## src/rtl/dcj11_bus_pkg.sv

```systemverilog
// rtl/dcj11_bus_pkg.sv - AIO codes, ODT addresses, FSM states and AIO class decode for the DCJ11 bus master
package dcj11_bus_pkg;

  // AIO codes driven during the address phase of a J11 bus cycle
  localparam logic [3:0] AIO_NONIO        = 4'b1111;
  localparam logic [3:0] AIO_GPREAD       = 4'b1110;
  localparam logic [3:0] AIO_INTACK       = 4'b1101;
  localparam logic [3:0] AIO_IREADRQ      = 4'b1100;
  localparam logic [3:0] AIO_RMWNBL       = 4'b1011;
  localparam logic [3:0] AIO_RMWBL        = 4'b1010;
  localparam logic [3:0] AIO_DREAD        = 4'b1001;
  localparam logic [3:0] AIO_IREADDM      = 4'b1000;
  localparam logic [3:0] AIO_GPWRITE      = 4'b0101;
  localparam logic [3:0] AIO_BUSBYTEWRITE = 4'b0011;
  localparam logic [3:0] AIO_BUSWORDWRITE = 4'b0001;

  // Console ODT register block (octal 177560..177566)
  localparam logic [15:0] ODT_RCSR = 16'o177560;
  localparam logic [15:0] ODT_RBUF = 16'o177562;
  localparam logic [15:0] ODT_XCSR = 16'o177564;
  localparam logic [15:0] ODT_XBUF = 16'o177566;

  localparam int unsigned TIMER_W = 4;

  typedef enum logic [2:0] {
    ST_IDLE,
    ST_ADDR,
    ST_AHOLD,
    ST_DSET,
    ST_STRB,
    ST_DHOLD
  } bus_state_e;

  typedef enum logic [1:0] {
    CLS_READ,
    CLS_WRITE,
    CLS_NONIO,
    CLS_ERR
  } aio_class_e;

  // INTACK is deliberately not a supported read: it falls into CLS_ERR
  function automatic aio_class_e aio_class(input logic [3:0] aio);
    case (aio)
      AIO_GPREAD, AIO_IREADRQ, AIO_RMWNBL,
      AIO_RMWBL, AIO_DREAD, AIO_IREADDM:                 aio_class = CLS_READ;
      AIO_GPWRITE, AIO_BUSBYTEWRITE, AIO_BUSWORDWRITE:   aio_class = CLS_WRITE;
      AIO_NONIO:                                         aio_class = CLS_NONIO;
      default:                                           aio_class = CLS_ERR;
    endcase
  endfunction

endpackage

```

## src/rtl/dcj11_phase_timer.sv

```systemverilog
// rtl/dcj11_phase_timer.sv - 4-bit loadable down-counter timing each bus phase
// Ports:
//   clk, rst     clock, asynchronous active-high reset
//   load         load load_value (takes priority over counting)
//   load_value   phase length in cycles (1..15)
//   done         high in the last cycle of the phase
module dcj11_phase_timer
  import dcj11_bus_pkg::*;
(
  input  logic               clk,
  input  logic               rst,
  input  logic               load,
  input  logic [TIMER_W-1:0] load_value,
  output logic               done
);

  logic [TIMER_W-1:0] count;

  always_ff @(posedge clk or posedge rst) begin
    if (rst) begin
      count <= '0;
    end else if (load) begin
      count <= load_value;
    end else if (count != '0) begin
      count <= count - TIMER_W'(1);
    end
  end

  // Loaded with N on entry, so the phase spans counts N..1
  assign done = (count == TIMER_W'(1));

endmodule

```

## src/rtl/dcj11_bus_master.sv

```systemverilog
// rtl/dcj11_bus_master.sv - DCJ11 DAL/AIO bus-cycle initiator driven from a command port
// Ports:
//   sys_clk, reset                      clock, asynchronous active-high reset
//   cmd_valid/cmd_ready                 command handshake (ready only in IDLE)
//   cmd_aio, cmd_addr, cmd_wdata        AIO code, byte address / GP code, write data
//   rsp_valid, rsp_rdata, rsp_err       one-cycle completion with read data / error flag
//   dal_out, dal_oe, dal_in             multiplexed DAL pad drive, enable and input
//   aio_out, ale_n, sctl_n, bufctl_n    J11 bus control lines
module dcj11_bus_master
  import dcj11_bus_pkg::*;
#(
  parameter int unsigned T_AS  = 2,
  parameter int unsigned T_AH  = 2,
  parameter int unsigned T_DS  = 3,
  parameter int unsigned T_STB = 4,
  parameter int unsigned T_DH  = 2
) (
  input  logic        sys_clk,
  input  logic        reset,
  input  logic        cmd_valid,
  output logic        cmd_ready,
  input  logic [3:0]  cmd_aio,
  input  logic [15:0] cmd_addr,
  input  logic [15:0] cmd_wdata,
  output logic        rsp_valid,
  output logic [15:0] rsp_rdata,
  output logic        rsp_err,
  output logic [15:0] dal_out,
  output logic        dal_oe,
  input  logic [15:0] dal_in,
  output logic [3:0]  aio_out,
  output logic        ale_n,
  output logic        sctl_n,
  output logic        bufctl_n
);

  localparam logic [TIMER_W-1:0] LEN_AS  = TIMER_W'(T_AS);
  localparam logic [TIMER_W-1:0] LEN_AH  = TIMER_W'(T_AH);
  localparam logic [TIMER_W-1:0] LEN_DS  = TIMER_W'(T_DS);
  localparam logic [TIMER_W-1:0] LEN_STB = TIMER_W'(T_STB);
  localparam logic [TIMER_W-1:0] LEN_DH  = TIMER_W'(T_DH);

  bus_state_e state, state_nx;
  aio_class_e cls_q;
  logic [3:0]  aio_q;
  logic [15:0] addr_q;
  logic [15:0] wdata_q;
  logic [15:0] wdata_lane;

  logic               accept;
  logic               tmr_load;
  logic [TIMER_W-1:0] tmr_value;
  logic               tmr_done;
  logic               rsp_fire;
  logic               rsp_err_fire;
  logic               rd_capture;

  dcj11_phase_timer u_timer (
    .clk        (sys_clk),
    .rst        (reset),
    .load       (tmr_load),
    .load_value (tmr_value),
    .done       (tmr_done)
  );

  assign accept = cmd_valid && (state == ST_IDLE);

  // Byte writes replicate the low byte so the responder can take either lane
  assign wdata_lane = (aio_q == AIO_BUSBYTEWRITE) ? {wdata_q[7:0], wdata_q[7:0]} : wdata_q;

  always_ff @(posedge sys_clk or posedge reset) begin
    if (reset) begin
      state <= ST_IDLE;
    end else begin
      state <= state_nx;
    end
  end

  always_comb begin
    state_nx     = state;
    tmr_load     = 1'b0;
    tmr_value    = '0;
    rsp_fire     = 1'b0;
    rsp_err_fire = 1'b0;
    rd_capture   = 1'b0;
    cmd_ready    = 1'b0;
    dal_out      = 16'h0000;
    dal_oe       = 1'b0;
    aio_out      = 4'b1111;
    ale_n        = 1'b1;
    sctl_n       = 1'b1;
    bufctl_n     = 1'b1;

    case (state)
      ST_IDLE: begin
        cmd_ready = 1'b1;
        if (cmd_valid) begin
          if (aio_class(cmd_aio) == CLS_ERR) begin
            rsp_err_fire = 1'b1;
          end else begin
            state_nx  = ST_ADDR;
            tmr_load  = 1'b1;
            tmr_value = LEN_AS;
          end
        end
      end

      ST_ADDR: begin
        dal_oe  = 1'b1;
        dal_out = addr_q;
        aio_out = aio_q;
        if (tmr_done) begin
          state_nx  = ST_AHOLD;
          tmr_load  = 1'b1;
          tmr_value = LEN_AH;
        end
      end

      ST_AHOLD: begin
        dal_oe  = 1'b1;
        dal_out = addr_q;
        aio_out = aio_q;
        ale_n   = 1'b0;
        if (tmr_done) begin
          tmr_load = 1'b1;
          if (cls_q == CLS_NONIO) begin
            state_nx  = ST_DHOLD;
            tmr_value = LEN_DH;
          end else begin
            state_nx  = ST_DSET;
            tmr_value = LEN_DS;
          end
        end
      end

      ST_DSET, ST_STRB: begin
        aio_out = aio_q;
        ale_n   = 1'b0;
        if (cls_q == CLS_READ) begin
          bufctl_n = 1'b0;
        end else begin
          dal_oe  = 1'b1;
          dal_out = wdata_lane;
        end
        if (state == ST_STRB) begin
          sctl_n = 1'b0;
          if (tmr_done) begin
            state_nx   = ST_DHOLD;
            tmr_load   = 1'b1;
            tmr_value  = LEN_DH;
            rd_capture = (cls_q == CLS_READ);
          end
        end else if (tmr_done) begin
          state_nx  = ST_STRB;
          tmr_load  = 1'b1;
          tmr_value = LEN_STB;
        end
      end

      ST_DHOLD: begin
        aio_out = aio_q;
        ale_n   = 1'b0;
        if (cls_q == CLS_WRITE) begin
          dal_oe  = 1'b1;
          dal_out = wdata_lane;
        end
        if (tmr_done) begin
          state_nx = ST_IDLE;
          rsp_fire = 1'b1;
        end
      end

      default: begin
        state_nx = ST_IDLE;
      end
    endcase
  end

  always_ff @(posedge sys_clk or posedge reset) begin
    if (reset) begin
      aio_q     <= 4'b1111;
      addr_q    <= 16'h0000;
      wdata_q   <= 16'h0000;
      cls_q     <= CLS_NONIO;
      rsp_valid <= 1'b0;
      rsp_err   <= 1'b0;
      rsp_rdata <= 16'h0000;
    end else begin
      rsp_valid <= rsp_fire | rsp_err_fire;
      rsp_err   <= rsp_err_fire;
      if (accept) begin
        aio_q   <= cmd_aio;
        addr_q  <= cmd_addr;
        wdata_q <= cmd_wdata;
        cls_q   <= aio_class(cmd_aio);
      end
      // Read data is captured on the strobe's trailing edge; other completions clear it
      if (rd_capture) begin
        rsp_rdata <= dal_in;
      end else if (rsp_err_fire || (rsp_fire && cls_q != CLS_READ)) begin
        rsp_rdata <= 16'h0000;
      end
    end
  end

  always_ff @(posedge sys_clk) begin
    assert (T_AS  >= 1 && T_AS  <= 15) else $error("T_AS out of range 1..15");
    assert (T_AH  >= 1 && T_AH  <= 15) else $error("T_AH out of range 1..15");
    assert (T_DS  >= 1 && T_DS  <= 15) else $error("T_DS out of range 1..15");
    assert (T_STB >= 1 && T_STB <= 15) else $error("T_STB out of range 1..15");
    assert (T_DH  >= 1 && T_DH  <= 15) else $error("T_DH out of range 1..15");
  end

endmodule

```

## config.mk

```make
export PLATFORM = sky130hd
export DESIGN_NAME = dcj11_bus_master
export DESIGN_NICKNAME = d
export VERILOG_FILES = /design/src/rtl/dcj11_bus_pkg.sv /design/src/rtl/dcj11_phase_timer.sv /design/src/rtl/dcj11_bus_master.sv
export SDC_FILE = /design/constraint.sdc
export NUM_CORES = 1
export LEC_CHECK = 0
export CAP_MARGIN = 0
export CORE_MARGIN = 3
export CORE_UTILIZATION = 30
export DETAILED_ROUTE_END_ITERATION = 16
export PLACE_DENSITY = 0.6
export SYNTH_ARGS = -nofsm -noshare
export SYNTH_HDL_FRONTEND = slang
export SYNTH_HIERARCHICAL = 1
export SYNTH_SLANG_ARGS = --single-unit
```

## constraint.sdc

```tcl
create_clock -name sys_clk -period 2.75 [get_ports sys_clk]
set_input_delay 0.55 -clock sys_clk [delete_from_list [all_inputs] [get_ports sys_clk]]
set_output_delay 0.55 -clock sys_clk [all_outputs]
set_load 0.01 [all_outputs]
```

==> flow_metrics.tcl, run 1 <==
set metrics [dict create \
    outcome "completed" \
    dieArea_um2 11300 \
    io_pins 98 \
    stdcell_area_um2 4460 \
    synth_edf_count 0 \
    tns_ns 0 \
    avgSynthCellArea_um2 9.42 \
    place.detailed.hpwl_um 5980 \
    reg2regPathDepth 7 \
    synth_top_area_frac 0.482 \
    io_buffer_count 97 \
    slowest_delay_ns 0.57 \
    gp_congestion 0.832 \
    die_w_um 106 \
    rsz0062_at_grt "true" \
    dpl_cell_area_um2 4160 \
    cts_buffer_depth 2 \
    period_share 0.970 \
    dieHeight_um 106 \
    critPathTopFamily "buffers and inverters" \
    final-max-slew-violation-count 0 \
    maxSlewHeadroom 0.598 \
    reg2reg_to "rsp_rdata[6]" \
    max_freq_ghz 0.375 \
    cts_inserted_buffers 9 \
    finalWorstSetupSlack_ns 0.0824 \
    worstPathArrival_ns 2.12 \
    stdcell_count 561 \
    crit_required_ns 2.20 \
    slowest_stage "clkdlybuf4s50_1" \
    ys.flop_type "dfrtp_1" \
    cts-root-buf "clkbuf_8" \
    hold_violations 0 \
    worst_slew_pin_slew_ns 0.603 \
    cts.htree.levels 3 \
    post-route-min-period_ns 2.67 \
    start_util 0.317 \
    critPathMaxFanout 10 \
    fin_hold_ws_ns 0.450 \
    grt_pass1_vias 2566 \
    drtIter0Drc 113 \
    via_count 2560 \
    r2r_setup_slack_ns 0.63 \
    yosys.area.top_type "dfrtp_1" \
    grt_max_degree 40 \
    wirelength_um 8060 \
    fin_skew_ns 0.00635 \
    antenna_found_initial 0 \
    first_pass_iters 4 \
    drcViolationCount 0 \
    ys_ff_latch 63 \
    synth_area_leaders "dfrtp_1 (48%), nand2_1 (16%), a22o_2 (5.3%), dfstp_2 (4.4%), a22o_1 (2.9%)" \
    cp-end-kind "output port" \
    finalSetupViolCount 0 \
    clock_latency_ns 0.33 \
    cts_tree "built" \
    yosys_warnings 6 \
    grt_use_total 0.144 \
    syn_nets 378 \
    synthTopCellsByCount "nand2_1 (125), dfrtp_1 (58), o21ai_0 (17), a22o_2 (16), a22o_1 (10)" \
    path_cells "buf_4, xnor2_1, nor2_1, buf_4, a22o_1, clkdlybuf4s50_1" \
    grt_pass1_wl_um 12900 \
    r2r-start "u_timer/count[1]" \
    nNetsFinal 485 \
    hold_class "in -> async" \
    vias_per_cell 4.56 \
    grt.overflow.total 0 \
    ys_seq_area_frac 0.525 \
    hold_buffers 0 \
    diodes 0 \
    antenna_left 0 \
    path_buf_inv 3 \
    placedCellCount 544 \
    ir_drop_v 0.000494 \
    yosysMostFrequentCell "nand2_1" \
    critical_path_class "reg -> out" \
    synth_area_um2 3010 \
    clk_pin_slew_worst_paths_ns 0.07 \
    leakagePower_nw 2.22 \
    syn_inst 320 \
    routedWlPerCell_um 14.4 \
    start_kind "flip-flop" \
    place_ws_ns 0.0467 \
    ys_async_sr_fraction 1.00 \
    layout-drive-gt1-share 0.157 \
    core_um2 9500 \
    clock_sinks 63 \
    cpMostUsedCell "buf_4" \
    ys_types 43 \
    area_growth_pct 48.0 \
    p_per_area_nw_per_um2 1090 \
    rows 35 \
    final_util 0.469 \
    maxCapViolations 0 \
    finalPower_mw 4.86 \
]
## logic make-up after synthesis
logic type,synth area share
DFF,0.525
buffers and inverters,0.0374
xor gates and xnor gates,0.0145
AOI/OAI and AO/OA,0.152
and+or+nand+nor,0.230
muxes,0.0266
adders and majority gates,0.0125
other,0.00124
## power by group
group / internal (mW) / switching (mW)
logic: 1.20 / 1.22
clock network: 0.539 / 0.376
registers: 1.28 / 0.246
total: 3.03 / 1.84
## per-layer routing
layer	up-vias	wire, um	track usage
met4	0	113	0.0527
met2	71	3740	0.232
li1	1286	-	-
met3	10	462	0.0364
met1	1193	3750	0.188
met5	-	0	0
## area by class of cell
cell class,count,area [um^2]
Multi-Input combinational cell,235,1340
Timing Repair Buffer,112,1120
Tap cell,129,161
Clock inverter,6,92.6
Sequential cell,63,1580
Fill cell,942,5040
Clock buffer,10,138
Inverter,6,22.5
## flip-flops by register name, indices dropped and copies added, names as in the netlist
register       cells
aio_q              4
u_timer/count      4
wdata_q           16
addr_q            16
rsp_valid          1
cls_q              2
rsp_err            1
rsp_rdata         16
state              3
## placed cells by master, fill, tap and decap left out, types with 2 or more instances in the layout
cell	instances
a21oi_1	3
dfstp_2	5
mux2i_1	8
nor2b_1	3
clkdlybuf4s50_1	82
nor3b_1	2
nand3b_1	2
and2_1	3
a22o_2	16
dfrtp_1	58
bufinv_16	2
o31ai_1	2
nand2b_1	3
o21ai_2	2
nor3_2	2
o21ai_0	11
dlymetal6s2s_1	14
clkinvlp_4	2
or2_2	5
nor2_1	9
nand2_1	125
buf_4	14
ha_1	3
inv_1	5
o21ai_1	5
xnor2_1	4
a22o_1	9
clkbuf_8	10
## how the worst max path moves through the flow
stage | startpoint | slack, ns | cells after the start | to
after global placement | cls_q[1] | 0.10 | 4 | dal_out[9]
after floorplan | u_timer/count[1] | 0.57 | 8 | rsp_rdata[0]
final | state[0] | 0.08 | 6 | dal_out[5]
after CTS | state[1] | -0.01 | 5 | dal_out[5]
after global routing | state[0] | -0.06 | 6 | dal_out[5]
after detailed placement | state[2] | 0.05 | 5 | dal_out[8]
## timing repair
action                                  4_1_cts  5_1_grt
endpoints found under the setup margin       17       16
resized for setup                            10       18
pin swaps                                     1        1
setup buffers                                 0        1
Note: power is estimated with default switching activity, not from simulation.
==> run 2, diff against run 1 <==
--- a/config.mk
+++ b/config.mk
@@ -9,6 +9,7 @@
 export CORE_MARGIN = 3
 export CORE_UTILIZATION = 30
 export DETAILED_ROUTE_END_ITERATION = 16
+export GPL_TIMING_DRIVEN = 0
 export PLACE_DENSITY = 0.6
 export SYNTH_ARGS = -nofsm -noshare
 export SYNTH_HDL_FRONTEND = slang
==> run 2 against run 1 <==
Flip-flop and latch count stayed put. Total power fell by 2.8%. Combinational power rose by 2%. Count of clock-buffer cells in the layout grew 3. Sequential power barely moved. Routed wire length up 1.8%. Sequential share of layout area up 0.10 points. Largest cell class unchanged. Critical path depth stayed put. Non-clock buffer count is 7 higher. Via count grew 2.5%. Fmax down 3.0%. Largest power group unchanged.
==> flow_metrics.tcl, run 2 (synthesized netlist as in run 1, its figures left out) <==
set metrics [dict create \
    top_regs "addr_q: 16 flops, rsp_rdata: 16 flops, wdata_q: 16 flops" \
    ir_drop_v 0.000440 \
    dieHeight_um 106 \
    critPathMaxFanout 10 \
    reg2regPathDepth 8 \
    clock_sinks 63 \
    rows 35 \
    critical_path_class "reg -> out" \
    place.detailed.hpwl_um 6030 \
    post-route-min-period_ns 2.75 \
    die_w_um 106 \
    finalPower_mw 4.73 \
    antenna_found_initial 0 \
    antenna_left 0 \
    final-max-slew-violation-count 0 \
    leakagePower_nw 2.09 \
    clk_pin_slew_worst_paths_ns 0.07 \
    final_common_cell "nand2_1" \
    via_count 2623 \
    core_um2 9500 \
    crit_required_ns 2.20 \
    nNetsFinal 492 \
    layout-drive-gt1-share 0.157 \
    drtIter0Drc 99 \
    drcViolationCount 0 \
    worst_slew_pin_slew_ns 0.553 \
    hold_buffers 0 \
    grt_use_total 0.152 \
    p_per_area_nw_per_um2 1060 \
    grt_max_degree 42 \
    clock_latency_ns 0.33 \
    cts_tree "built" \
    io_pins 98 \
    nFillCells 935 \
    fin_hold_ws_ns 0.464 \
    dieArea_um2 11300 \
    hold_violations 0 \
    final_cell_mix "nand2_1 (125), clkdlybuf4s50_1 (85), dfrtp_1 (58)" \
    routedWlPerCell_um 14.5 \
    maxCapViolations 0 \
    area_growth_pct 47.6 \
    diodes 0 \
    period_share 1.00 \
    wirelength_um 8210 \
    outcome "completed" \
    start_kind "flip-flop" \
    max_freq_ghz 0.364 \
    register_area_um2 1580 \
    tns_ns 0 \
    rsz0062_at_grt "true" \
    multi_input_area_um2 1370 \
    cp-end-kind "output port" \
    grt_pass1_vias 2627 \
    fin_skew_ns 0.0145 \
    grt.overflow.total 0 \
    start_util 0.317 \
    maxSlewHeadroom 0.630 \
    vias_per_cell 4.62 \
    hold_class "in -> async" \
    gp_congestion 0.742 \
    first_pass_iters 6 \
    io_buffer_count 97 \
    cts_buffer_depth 2 \
    grt_pass1_wl_um 13600 \
    cts-root-buf "clkbuf_8" \
    cts.htree.levels 3 \
    finalSetupViolCount 0 \
    worstPathArrival_ns 2.20 \
    cts_inserted_buffers 9 \
]
==> run 2: cell count changes in the layout (fill, tap and decap cells not counted), sizes merged <==
cell | before | now
buf | 15 | 16
clkinv | 1 | 2
dlygate4sd2 | 1 | 10
bufinv | 2 | 0
dlymetal6s2s | 14 | 2
clkdlybuf4s50 | 82 | 85
clkinvlp | 2 | 1
clkbuf | 10 | 19
inv | 7 | 6
==> run 2: routing by layer <==
metal	global-route usage	wire, um
met5	0	0
met4	0.0472	74
met3	0.0304	446
met2	0.231	3720
met1	0.218	3970
==> run 2: path summary, 6_finish.rpt <==
path / startpoint / end / slack, ns
min in group sys_clk: aio_q[1] / aio_q[1] / 0.47
setup reg to reg: u_timer/count[1] / rsp_rdata[9] / 0.41
hold / removal: reset / u_timer/count[3] / 0.46
max in group asynchronous: reset / cls_q[1] / 1.56
hold reg to reg: aio_q[1] / aio_q[1] / 0.47
setup / recovery: state[1] / dal_out[4] / 0.0002
==> run 2: worst max-delay path, cell delays in order, from the launching register on <==
cell and delay, ns:
dfrtp_1 0.40, buf_4 0.18, xnor2_1 0.30, nor2_4 0.07
buf_4 0.18, a22o_1 0.26, clkdlybuf4s50_1 0.48
==> run 2: area by class of cell <==
class / instances / share of cell area
flip-flops and latches: 63 / 0.356
inverters: 6 / 0.00506
plain buffers: 16 / 0.0219
well taps: 129 / 0.0363
clock buffers: 13 / 0.0357
clock inverters: 3 / 0.00394
repair buffers: 103 / 0.232
multi-input cells: 235 / 0.309
==> run 2: metrics by stage <==
| stage | setup slack, ns | cells | util | cell area, um^2 |
|---|---|---|---|---|
| 5_1_grt | -0.0790 | 568 | 0.468 | 4450 |
| 4_1_cts | 0.00427 | 567 | 0.465 | 4420 |
| 2_1_floorplan | 0.568 | 320 | - | 3010 |
| 3_3_place_gp | -0.419 | 546 | 0.436 | 4150 |
| 3_5_place_dp | -0.250 | 547 | 0.438 | 4170 |
| 6_report | 0.000186 | 568 | 0.468 | 4450 |
==> run 2: report_power, final <==
group          internal [mW]  switching (mW)
logic                   1.21            1.27
clock network          0.374           0.351
registers               1.28           0.246
total                   2.86            1.87
==> run 2: timing repair <==
action / CTS / global route
setup endpoints to repair: 17 / 26
pin swaps: 4 / 2
gates resized for setup: 26 / 3
buffers inserted: 4 / 1
